## src/rtl/filter_seq_ctrl.sv

```systemverilog
// Handshake-driven sequencer for the 33-tap transposed-form systolic FIR bank.
// Accepts one sample, starts the multipliers, waits (timeout-protected) for all busy flags, then shifts.
module filter_seq_ctrl #(
   parameter int NTAPS        = 33,
   parameter int TMO_W        = 6,
   parameter int MULT_TIMEOUT = 40
) (
   input  logic             clk30x,
   input  logic             rst_n,
   input  logic             en,
   input  logic             sample_valid,
   output logic             sample_ready,
   input  logic [15:0]      xin,
   output logic [15:0]      x_hold,
   output logic             mult_start,
   input  logic [NTAPS-1:0] mult_busy,
   output logic             shift_en,
   output logic             yout_valid,
   output logic             err_timeout,
   input  logic             clr_err,
   output logic [15:0]      sample_cnt,
   output logic [7:0]       drop_cnt
);

   typedef enum logic [2:0] {
      IDLE,
      START,
      ARM,
      WAIT,
      SHIFT,
      DONE
   } state_t;

   localparam logic [TMO_W-1:0] TMO_LAST = TMO_W'(MULT_TIMEOUT - 1);

   state_t           state;
   logic [TMO_W-1:0] tmo_cnt;
   logic             all_idle;

   assign all_idle     = (mult_busy == '0);
   assign sample_ready = en && (state == IDLE);

   // Strobes are set on the edge that enters their state, so each is a registered state decode.
   always_ff @(posedge clk30x or negedge rst_n) begin
      if (!rst_n) begin
         state       <= IDLE;
         tmo_cnt     <= '0;
         x_hold      <= '0;
         mult_start  <= 1'b0;
         shift_en    <= 1'b0;
         yout_valid  <= 1'b0;
         err_timeout <= 1'b0;
         sample_cnt  <= '0;
         drop_cnt    <= '0;
      end else begin
         // NOTE: non-blocking assignments throughout, so later writes in this block (a timeout
         // setting err_timeout) cleanly override earlier defaults (clr_err) on the same edge.
         mult_start <= 1'b0;
         shift_en   <= 1'b0;
         yout_valid <= 1'b0;
         if (clr_err) begin
            err_timeout <= 1'b0;
         end

         case (state)
            IDLE: begin
               if (sample_valid && en) begin
                  x_hold     <= xin;
                  mult_start <= 1'b1;
                  state      <= START;
               end
            end
            START: begin
               tmo_cnt <= '0;
               state   <= ARM;
            end
            ARM: begin
               state <= WAIT;
            end
            WAIT: begin
               tmo_cnt <= tmo_cnt + 1'b1;
               // All-idle is tested first so it wins over a timeout on the same cycle.
               if (all_idle) begin
                  shift_en   <= 1'b1;
                  sample_cnt <= sample_cnt + 16'd1;
                  state      <= SHIFT;
               end else if (tmo_cnt == TMO_LAST) begin
                  err_timeout <= 1'b1;
                  if (drop_cnt != 8'hFF) begin
                     drop_cnt <= drop_cnt + 8'd1;
                  end
                  state <= IDLE;
               end
            end
            SHIFT: begin
               yout_valid <= 1'b1;
               state      <= DONE;
            end
            DONE: begin
               state <= IDLE;
            end
            default: begin
               state <= IDLE;
            end
         endcase
      end
   end

endmodule

```

## config.mk

```make
export PLATFORM = sky130hd
export DESIGN_NAME = filter_seq_ctrl
export DESIGN_NICKNAME = d
export VERILOG_FILES = /design/src/rtl/filter_seq_ctrl.sv
export SDC_FILE = /design/constraint.sdc
export NUM_CORES = 1
export LEC_CHECK = 0
export CORE_UTILIZATION = 46
export DETAILED_ROUTE_END_ITERATION = 7
export PLACE_DENSITY = 0.85
export REMOVE_ABC_BUFFERS = 1
export SLEW_MARGIN = 20
export SYNTH_ARGS = -nofsm -noshare
export SYNTH_HDL_FRONTEND = slang
export SYNTH_SLANG_ARGS = --single-unit
```

## constraint.sdc

```tcl
create_clock -name clk30x -period 2.7 [get_ports clk30x]
set_input_delay 0.54 -clock clk30x [delete_from_list [all_inputs] [get_ports clk30x]]
set_output_delay 0.54 -clock clk30x [all_outputs]
set_load 0.03 [all_outputs]
```

==> reports/metrics.yaml, run 1 <==
finish:
  n_fill_cell: 394
  area_growth_pct: 47.7
  drive_gt1_share_pct: 11.5
  antenna_cells: 0
  nets: 369
  postLayoutCoreUtil_pct: 70.2
  final_cell_area_sq_um: 3580
timing:
  worstMarginPinSlew_ps: 727
  fin_hold_ws_ps: 292
  clock_skew_ps: 4.50
  fin_crit_sh_pct: 94.4
  final-setup-viol-count: 0
  fin_setup_tns_ps: 0
  min_period_ps: 2550
  drv_slew: 0
  fmax_mhz: 392
  finalHoldViolations: 0
  rsz0062_at_grt: "no"
  maxSlewHeadroom_pct: 51.2
critical_path:
  cp_max_fo: 3
  cp-end-kind: "output pin"
  reg2reg_to: "drop_cnt[7]$_DFFE_PN0P_"
  crit-reg2reg-launch: "tmo_cnt[0]$_DFFE_PN0P_"
  rrSetupSlack_ps: 740
  reg2reg_depth: 5
  crit_arrival_ps: 2010
  critPathKind: "input pin to output pin"
  cp.required_ps: 2160
  start_kind: "input pin"
pwr:
  p_leak_nw: 1.53
  vdd_drop_max_v: 0.000312
  power.density_nw_per_um2: 509
floorplanning:
  die_y_um: 74.6
  initial_core_util_pct: 47.5
  fp.dieArea_sq_um: 5570
  dieWidth_um: 74.6
  io_pins: 99
  core_area_sq_um: 5110
  fp-row-count: 26
placed_design:
  globalplace.congestion: 0.851
  placed_area_sq_um: 3500
  hpwl_mm: 4.07
  io_buffers: 98
clock_tree:
  post_cts_buffers: 0
  cts.path.max_buffers: 2
  cts-root-buf: "clkbuf_8"
  htree_levels: 2
  numCtsBuffers: 5
  ctsHoldBuffers: 0
  post_cts_resized: 0
  cts_tree: "done"
  clk_pin_slew_ps: 90
  insertion_delay_ps: 300
  clock-sinks: 53
status:
  status: "completed"
grt:
  antenna_found_initial: 0
  overflow: 0
  grt.total_usage_pct: 19.4
  grt_pass1_vias: 1874
  grt_pass1_wl_mm: 8.15
  grt_max_degree: 34
detailed_routing:
  avgViaCountPerCell: 5.22
  first_pass_iters: 4
  post_drt_wl_per_cell_um: 14.0
  drt_iter0_drc: 59
  num_vias: 2001
  drtAntennaViolNets: 0
  drc: 0
  routed_wl_mm: 5.35
logic_synthesis:
  syn_area_sq_um: 2430
  synth_edf_count: 0
  syn_inst: 208
  synth_common_cells: "dfrtp_1, nand2_1, xnor2_1"
  synth-seq-cells: 53
  seq_area_frac_synth_pct: 54.6
  yosysMostFrequentCell: "dfrtp_1"
  synth_warnings: 0
  post_synth.cell_area_avg_sq_um: 11.7
  dominantRegCellSynth: "dfrtp_1"
  yosysTopAreaCellShare_pct: 54.6
  yosys.area.top_type: "dfrtp_1"
  synth_area_leaders: "dfrtp_1, mux2_2, xnor2_1, nand2_1, nand3_1"
  synth_cell_types: 38
  synthArstFlopShare_pct: 100
hold_path:
  hp-class: "input pin to async pin"
job:
  drv_cap: 0
## how the worst max path moves through the flow
stage,start,end,cells after the start
global placement,en,sample_ready,3
finish,en,sample_ready,3
floorplan,mult_busy[16],sample_cnt[1]$_DFFE_PN0P_,4
global route,en,sample_ready,3
detailed placement,en,sample_ready,3
CTS,en,sample_ready,3
## cells by family after synthesis
| kind of cell | synth area share [%] |
|---|---|
| compound gates | 4.28 |
| xor+xnor | 7.58 |
| fa+ha+maj | 1.55 |
| buf+inv | 1.80 |
| flops | 54.6 |
| mux | 8.92 |
| simple gates | 21.2 |
## routing by layer
metal | global-route usage (%) | routed length, um | vias up
met5 | 0 | 0 | -
met1 | 23.6 | 2270 | 950
li1 | - | - | 958
met3 | 4.82 | 379 | 5
met2 | 33.9 | 2660 | 88
met4 | 6.08 | 36 | 0
## flip-flops by register name, summed over array words and instances (netlist names)
| signal | count |
|---|---|
| err_timeout | 1 |
| shift_en | 1 |
| x_hold | 16 |
| mult_start | 1 |
| drop_cnt | 8 |
| yout_valid | 1 |
| tmo_cnt | 6 |
| state | 3 |
| sample_cnt | 16 |
## critical path, stage by stage
cell and delay (ps):
clkdlybuf4s50_1 480, nor4b_1 260, clkdlybuf4s50_1 730
## power by group
part,switching (mW),internal (mW),leakage [nW]
Clock,0.245,0.184,0.0385
Combinational,0.203,0.227,0.782
Sequential,0.0989,0.868,0.714
Total,0.546,1.28,1.53
## cells in the final DEF (no fill, tap or decap), types with 3 or more instances in the layout
cell,count
clkdlybuf4s50_1,97
dfrtp_1,53
nand2_1,21
xnor2_1,19
mux2_2,17
nand3_1,15
nor4_1,10
nand4_1,8
and3_1,8
nor2_1,6
nor3_1,6
clkbuf_8,5
buf_4,4
o21ai_0,3
nor2b_1,3
a22o_1,3
ha_1,3
## through the flow
step	power, mW	cells	setup slack (ps)
CTS	1.84	383	150
global placement	1.39	375	192
global route	1.92	383	128
finish	1.83	383	151
detailed placement	1.41	375	160
floorplan	1.20	202	577
## area by class of cell
cell class                 instances  area, sq um  area share, %
tap                               70         87.6           2.44
inverter                           1         3.75          0.105
multi-input combinational        148         1060           29.5
clock buffer                       7         76.3           2.13
sequential                        53         1330           37.0
timing repair buffer             103         1030           28.6
clock inverter                     1         7.51          0.209
No activity file was read; power rests on OpenSTA's default activity.
==> inputs of run 2 (changes only) <==
--- a/config.mk
+++ b/config.mk
@@ -5,6 +5,7 @@
 export SDC_FILE = /design/constraint.sdc
 export NUM_CORES = 1
 export LEC_CHECK = 0
+export CORE_ASPECT_RATIO = 1.5
 export CORE_UTILIZATION = 46
 export DETAILED_ROUTE_END_ITERATION = 7
 export PLACE_DENSITY = 0.85
==> reports/metrics.yaml, run 2 (synthesis results as in run 1) <==
status:
  status: "completed"
clock_tree:
  post_cts_resized: 0
  ctsHoldBuffers: 0
  post_cts_buffers: 0
  clk_pin_slew_ps: 90
  insertion_delay_ps: 300
  numCtsBuffers: 5
  cts.path.max_buffers: 2
  htree_levels: 2
  cts-root-buf: "clkbuf_8"
  cts_tree: "done"
  clock-sinks: 53
timing:
  fin_setup_tns_ps: 0
  rsz0062_at_grt: "no"
  maxSlewHeadroom_pct: 43.4
  fmax_mhz: 394
  final-setup-viol-count: 0
  min_period_ps: 2540
  fin_crit_sh_pct: 93.9
  layout_setup_ws_ps: 165
  drv_slew: 0
  finalHoldViolations: 0
  worstMarginPinSlew_ps: 849
  clock_skew_ps: 6.96
pwr:
  vdd_drop_max_v: 0.000475
  internal-power_mw: 1.28
  power.density_nw_per_um2: 506
  pwr-share-seq_pct: 53.0
  comb_power_share_pct: 23.0
  p_switching_mw: 0.537
  clock_power_share_pct: 24.0
  p_sw_share_pct: 29.6
  p_leak_nw: 1.53
floorplanning:
  die_y_um: 91.0
  fp.dieArea_sq_um: 5580
  fp-row-count: 32
  io_pins: 99
  initial_core_util_pct: 47.4
  dieWidth_um: 61.3
  core_area_sq_um: 5120
hold_path:
  hp-class: "input pin to async pin"
finish:
  area_growth_pct: 47.7
  nets: 369
  final_cell_area_sq_um: 3590
  final_common_cell: "clkdlybuf4s50_1"
  drive_gt1_share_pct: 11.8
  antenna_cells: 0
  layout_top_registers: "sample_cnt x16, x_hold x16, drop_cnt x8"
  n_fill_cell: 423
  multi_input_area_sq_um: 1060
  seqCellArea_sq_um: 1330
  final_cell_mix: "clkdlybuf4s50_1, dfrtp_1, nand2_1"
placed_design:
  post-place-ws_ps: 179
  globalplace.congestion: 0.825
  placed_area_sq_um: 3500
  io_buffers: 98
  hpwl_mm: 4.31
detailed_routing:
  drtAntennaViolNets: 0
  num_vias: 1994
  avgViaCountPerCell: 5.23
  first_pass_iters: 6
  post_drt_wl_per_cell_um: 14.8
  drt_iter0_drc: 106
  drc: 0
  routed_wl_mm: 5.66
critical_path:
  critPathKind: "input pin to output pin"
  cp-end-kind: "output pin"
  startpoint: "en"
  crit-reg2reg-launch: "state[2]$_DFFE_PN0P_"
  start_kind: "input pin"
  cp_max_fo: 3
  cp.required_ps: 2160
  crit_arrival_ps: 2000
grt:
  grt.total_usage_pct: 21.8
  overflow: 0
  grt_pass1_vias: 1998
  grt_pass1_wl_mm: 9.20
  grt_max_degree: 39
  antenna_found_initial: 0
job:
  drv_cap: 0
-- run 2: cell types whose count changed in the layout (fill, tap and decap cells not counted) --
cell,delta
clkbuf_1,-1
clkinvlp_4,+1
-- run 2: per-stage QoR --
stage	power [mW]	util (%)	hold WS (ps)	instances
3_3_place_gp	1.38	68.3	460	373
4_1_cts	1.83	70.0	361	381
2_1_floorplan	1.20	-	244	202
3_5_place_dp	1.40	68.3	465	373
6_report	1.82	70.0	337	381
5_1_grt	1.91	70.0	391	381
-- run 2: cell type report --
| type | instances | area share, % |
|---|---|---|
| well taps | 68 | 2.37 |
| flip-flops and latches | 53 | 37.0 |
| repair buffers | 103 | 28.6 |
| inverters | 1 | 0.105 |
| multi-input cells | 148 | 29.5 |
| clock buffers | 6 | 2.02 |
| clock inverters | 2 | 0.419 |
-- run 2: layer usage --
metal	vias to the layer above	wire [um]	GRT usage, %	share of wire [%]
met1	975	2230	25.6	39
met4	0	96	7.58	1.7
met2	48	3170	38.4	56
li1	962	-	-	-
met5	-	0	0	0
met3	9	167	3.70	3.0
-- run 2: power groups by stage --
stage	sequential [mW]	combinational, mW	clock [mW]
floorplan	1.01	0.196	0
global placement	0.974	0.408	0
detailed placement	0.977	0.421	0
CTS	0.961	0.422	0.445
global route	0.976	0.464	0.472
finish	0.962	0.417	0.436
-- run 2: worst max-delay path, stage by stage --
cell and delay, ps:
clkdlybuf4s50_1 490, nor4b_1 230, clkdlybuf4s50_1 730
-- run 2: worst paths after layout --
check / endpoint / slack, ps / depth (start not counted)
worst max-delay path: sample_ready / 160 / 3
worst min-delay path: tmo_cnt[4]$_DFFE_PN0P_ / 340 / 1
worst max register to register: sample_cnt[1]$_DFFE_PN0P_ / 790 / 5
worst min register to register: sample_cnt[15]$_DFFE_PN0P_ / 480 / 1
max in group asynchronous: sample_cnt[14]$_DFFE_PN0P_ / 1680 / 2
min in group clk30x: sample_cnt[15]$_DFFE_PN0P_ / 480 / 1
==> inputs of run 3 (changes only) <==
--- a/config.mk
+++ b/config.mk
@@ -6,9 +6,9 @@
 export NUM_CORES = 1
 export LEC_CHECK = 0
 export CORE_ASPECT_RATIO = 1.5
-export CORE_UTILIZATION = 46
+export CORE_UTILIZATION = 45
 export DETAILED_ROUTE_END_ITERATION = 7
-export PLACE_DENSITY = 0.85
+export PLACE_DENSITY = 0.83
 export REMOVE_ABC_BUFFERS = 1
 export SLEW_MARGIN = 20
 export SYNTH_ARGS = -nofsm -noshare
==> reports/metrics.yaml, run 3 (synthesis results as in run 1) <==
status:
  status: "completed"
grt:
  grt.total_usage_pct: 20.9
  antenna_found_initial: 0
  grt_pass1_wl_mm: 8.92
  grt_pass1_vias: 1926
  grt_max_degree: 31
  overflow: 0
timing:
  clock_skew_ps: 7.61
  finalHoldViolations: 0
  final-setup-viol-count: 0
  fmax_mhz: 459
  min_period_ps: 2180
  rsz0062_at_grt: "no"
  fin_crit_sh_pct: 80.7
  fin_setup_tns_ps: 0
  drv_slew: 0
  worstMarginPinSlew_ps: 709
  maxSlewHeadroom_pct: 52.7
critical_path:
  crit_arrival_ps: 2380
  start_kind: "input pin"
  cp-end-kind: "flip-flop"
  cp_max_fo: 2
  slowest_delay_ps: 430
  critPathKind: "input pin to flip-flop"
  cp.required_ps: 2900
  cp_cell_sequence: "clkdlybuf4s50_1 > nor4_1 > nand4_1 > or3_1 > nor4b_4 > mux2_4"
  crit_path_top_delay_cell: "or3_1"
floorplanning:
  io_pins: 99
  fp.dieArea_sq_um: 5700
  dieWidth_um: 62.0
  die_y_um: 92.0
  core_area_sq_um: 5160
  fp-row-count: 32
  initial_core_util_pct: 47.0
clock_tree:
  ctsHoldBuffers: 0
  htree_levels: 2
  post_cts_buffers: 0
  clock-sinks: 53
  numCtsBuffers: 5
  post_cts_resized: 0
  cts_tree: "done"
  cts.path.max_buffers: 2
  insertion_delay_ps: 300
  clk_pin_slew_ps: 90
  cts-root-buf: "clkbuf_8"
pwr:
  vdd_drop_max_v: 0.000331
  p_switching_mw: 0.548
  power.density_nw_per_um2: 531
  p_leak_nw: 1.55
  pwr-share-seq_pct: 50.1
  clock_power_share_pct: 27.8
  p_sw_share_pct: 28.5
  comb_power_share_pct: 22.1
  internal-power_mw: 1.37
finish:
  layout_top_registers: "sample_cnt x16, x_hold x16, drop_cnt x8"
  seqCellArea_sq_um: 1330
  antenna_cells: 0
  final_cell_mix: "clkdlybuf4s50_1, dfrtp_1, nand2_1"
  drive_gt1_share_pct: 12.2
  multi_input_area_sq_um: 1060
  nets: 368
  final_cell_area_sq_um: 3620
  final_common_cell: "clkdlybuf4s50_1"
  area_growth_pct: 49.0
  n_fill_cell: 382
placed_design:
  placed_area_sq_um: 3500
  hpwl_mm: 4.15
  io_buffers: 98
  globalplace.congestion: 0.812
detailed_routing:
  drt_iter0_drc: 126
  first_pass_iters: 4
  drc: 0
  drtAntennaViolNets: 0
  avgViaCountPerCell: 5.20
  num_vias: 1975
  routed_wl_mm: 5.51
  post_drt_wl_per_cell_um: 14.5
job:
  drv_cap: 0
hold_path:
  hp-class: "input pin to async pin"
## run 3: cell count changes in the layout (fill, tap and decap cells not counted), sizes merged
cell / previous run / this run
clkbuf: 6 / 5
clkdlybuf4s50: 97 / 96
clkinvlp: 2 / 1
clkinv: 0 / 1
bufinv: 0 / 1
## run 3: per-layer routing
layer,track usage (%),routed length [um],up-vias
met1,25.1,2080,974
met2,36.3,3230,41
met3,3.95,140,5
met5,0,0,-
met4,6.11,63,0
li1,-,-,955
## run 3: worst max-delay path: cells and delay by family
kind	cells	cell delay (ps)
AND/OR/NAND/NOR	4	1110
buffers and inverters	1	400
multiplexers	1	320
## run 3: layout make-up
cell class / count / share of cell area (%)
Timing Repair Buffer: 102 / 28.4
Multi-Input combinational cell: 148 / 29.2
Clock inverter: 3 / 1.28
Tap cell: 68 / 2.35
Clock buffer: 5 / 1.90
Sequential cell: 53 / 36.7
Inverter: 1 / 0.104
## run 3: power groups by stage
stage	Sequential [mW]	Combinational, mW	Clock [mW]
after floorplan	1.01	0.196	0
after global placement	0.971	0.411	0
after detailed placement	0.978	0.425	0
after CTS	0.962	0.427	0.550
after global routing	0.976	0.462	0.588
final	0.963	0.425	0.533
## run 3: stage by stage
| stage | util [%] | hold slack (ps) | instances | worst slack [ps] | total power [mW] |
|---|---|---|---|---|---|
| 3_3_place_gp | 67.8 | 461 | 372 | 223 | 1.38 |
| 3_5_place_dp | 67.8 | 462 | 372 | 202 | 1.40 |
| 5_1_grt | 70.0 | 318 | 380 | 421 | 2.03 |
| 6_report | 70.0 | 275 | 380 | 522 | 1.92 |
| 2_1_floorplan | - | 244 | 202 | 577 | 1.20 |
| 4_1_cts | 70.0 | 284 | 380 | 523 | 1.94 |
## run 3: final timing paths
path                                               to  cells after the start  slack, ps                        from
setup / recovery              drop_cnt[1]$_DFFE_PN0P_                      6        520                mult_busy[1]
hold / removal                  x_hold[9]$_DFFE_PN0P_                      1        270                       rst_n
setup reg to reg            sample_cnt[1]$_DFFE_PN0P_                      5        820        state[2]$_DFFE_PN0P_
hold reg to reg            sample_cnt[15]$_DFFE_PN0P_                      1        480  sample_cnt[15]$_DFFE_PN0P_
max in group asynchronous      tmo_cnt[1]$_DFFE_PN0P_                      2       1860                       rst_n
min in group clk30x        sample_cnt[15]$_DFFE_PN0P_                      1        480  sample_cnt[15]$_DFFE_PN0P_
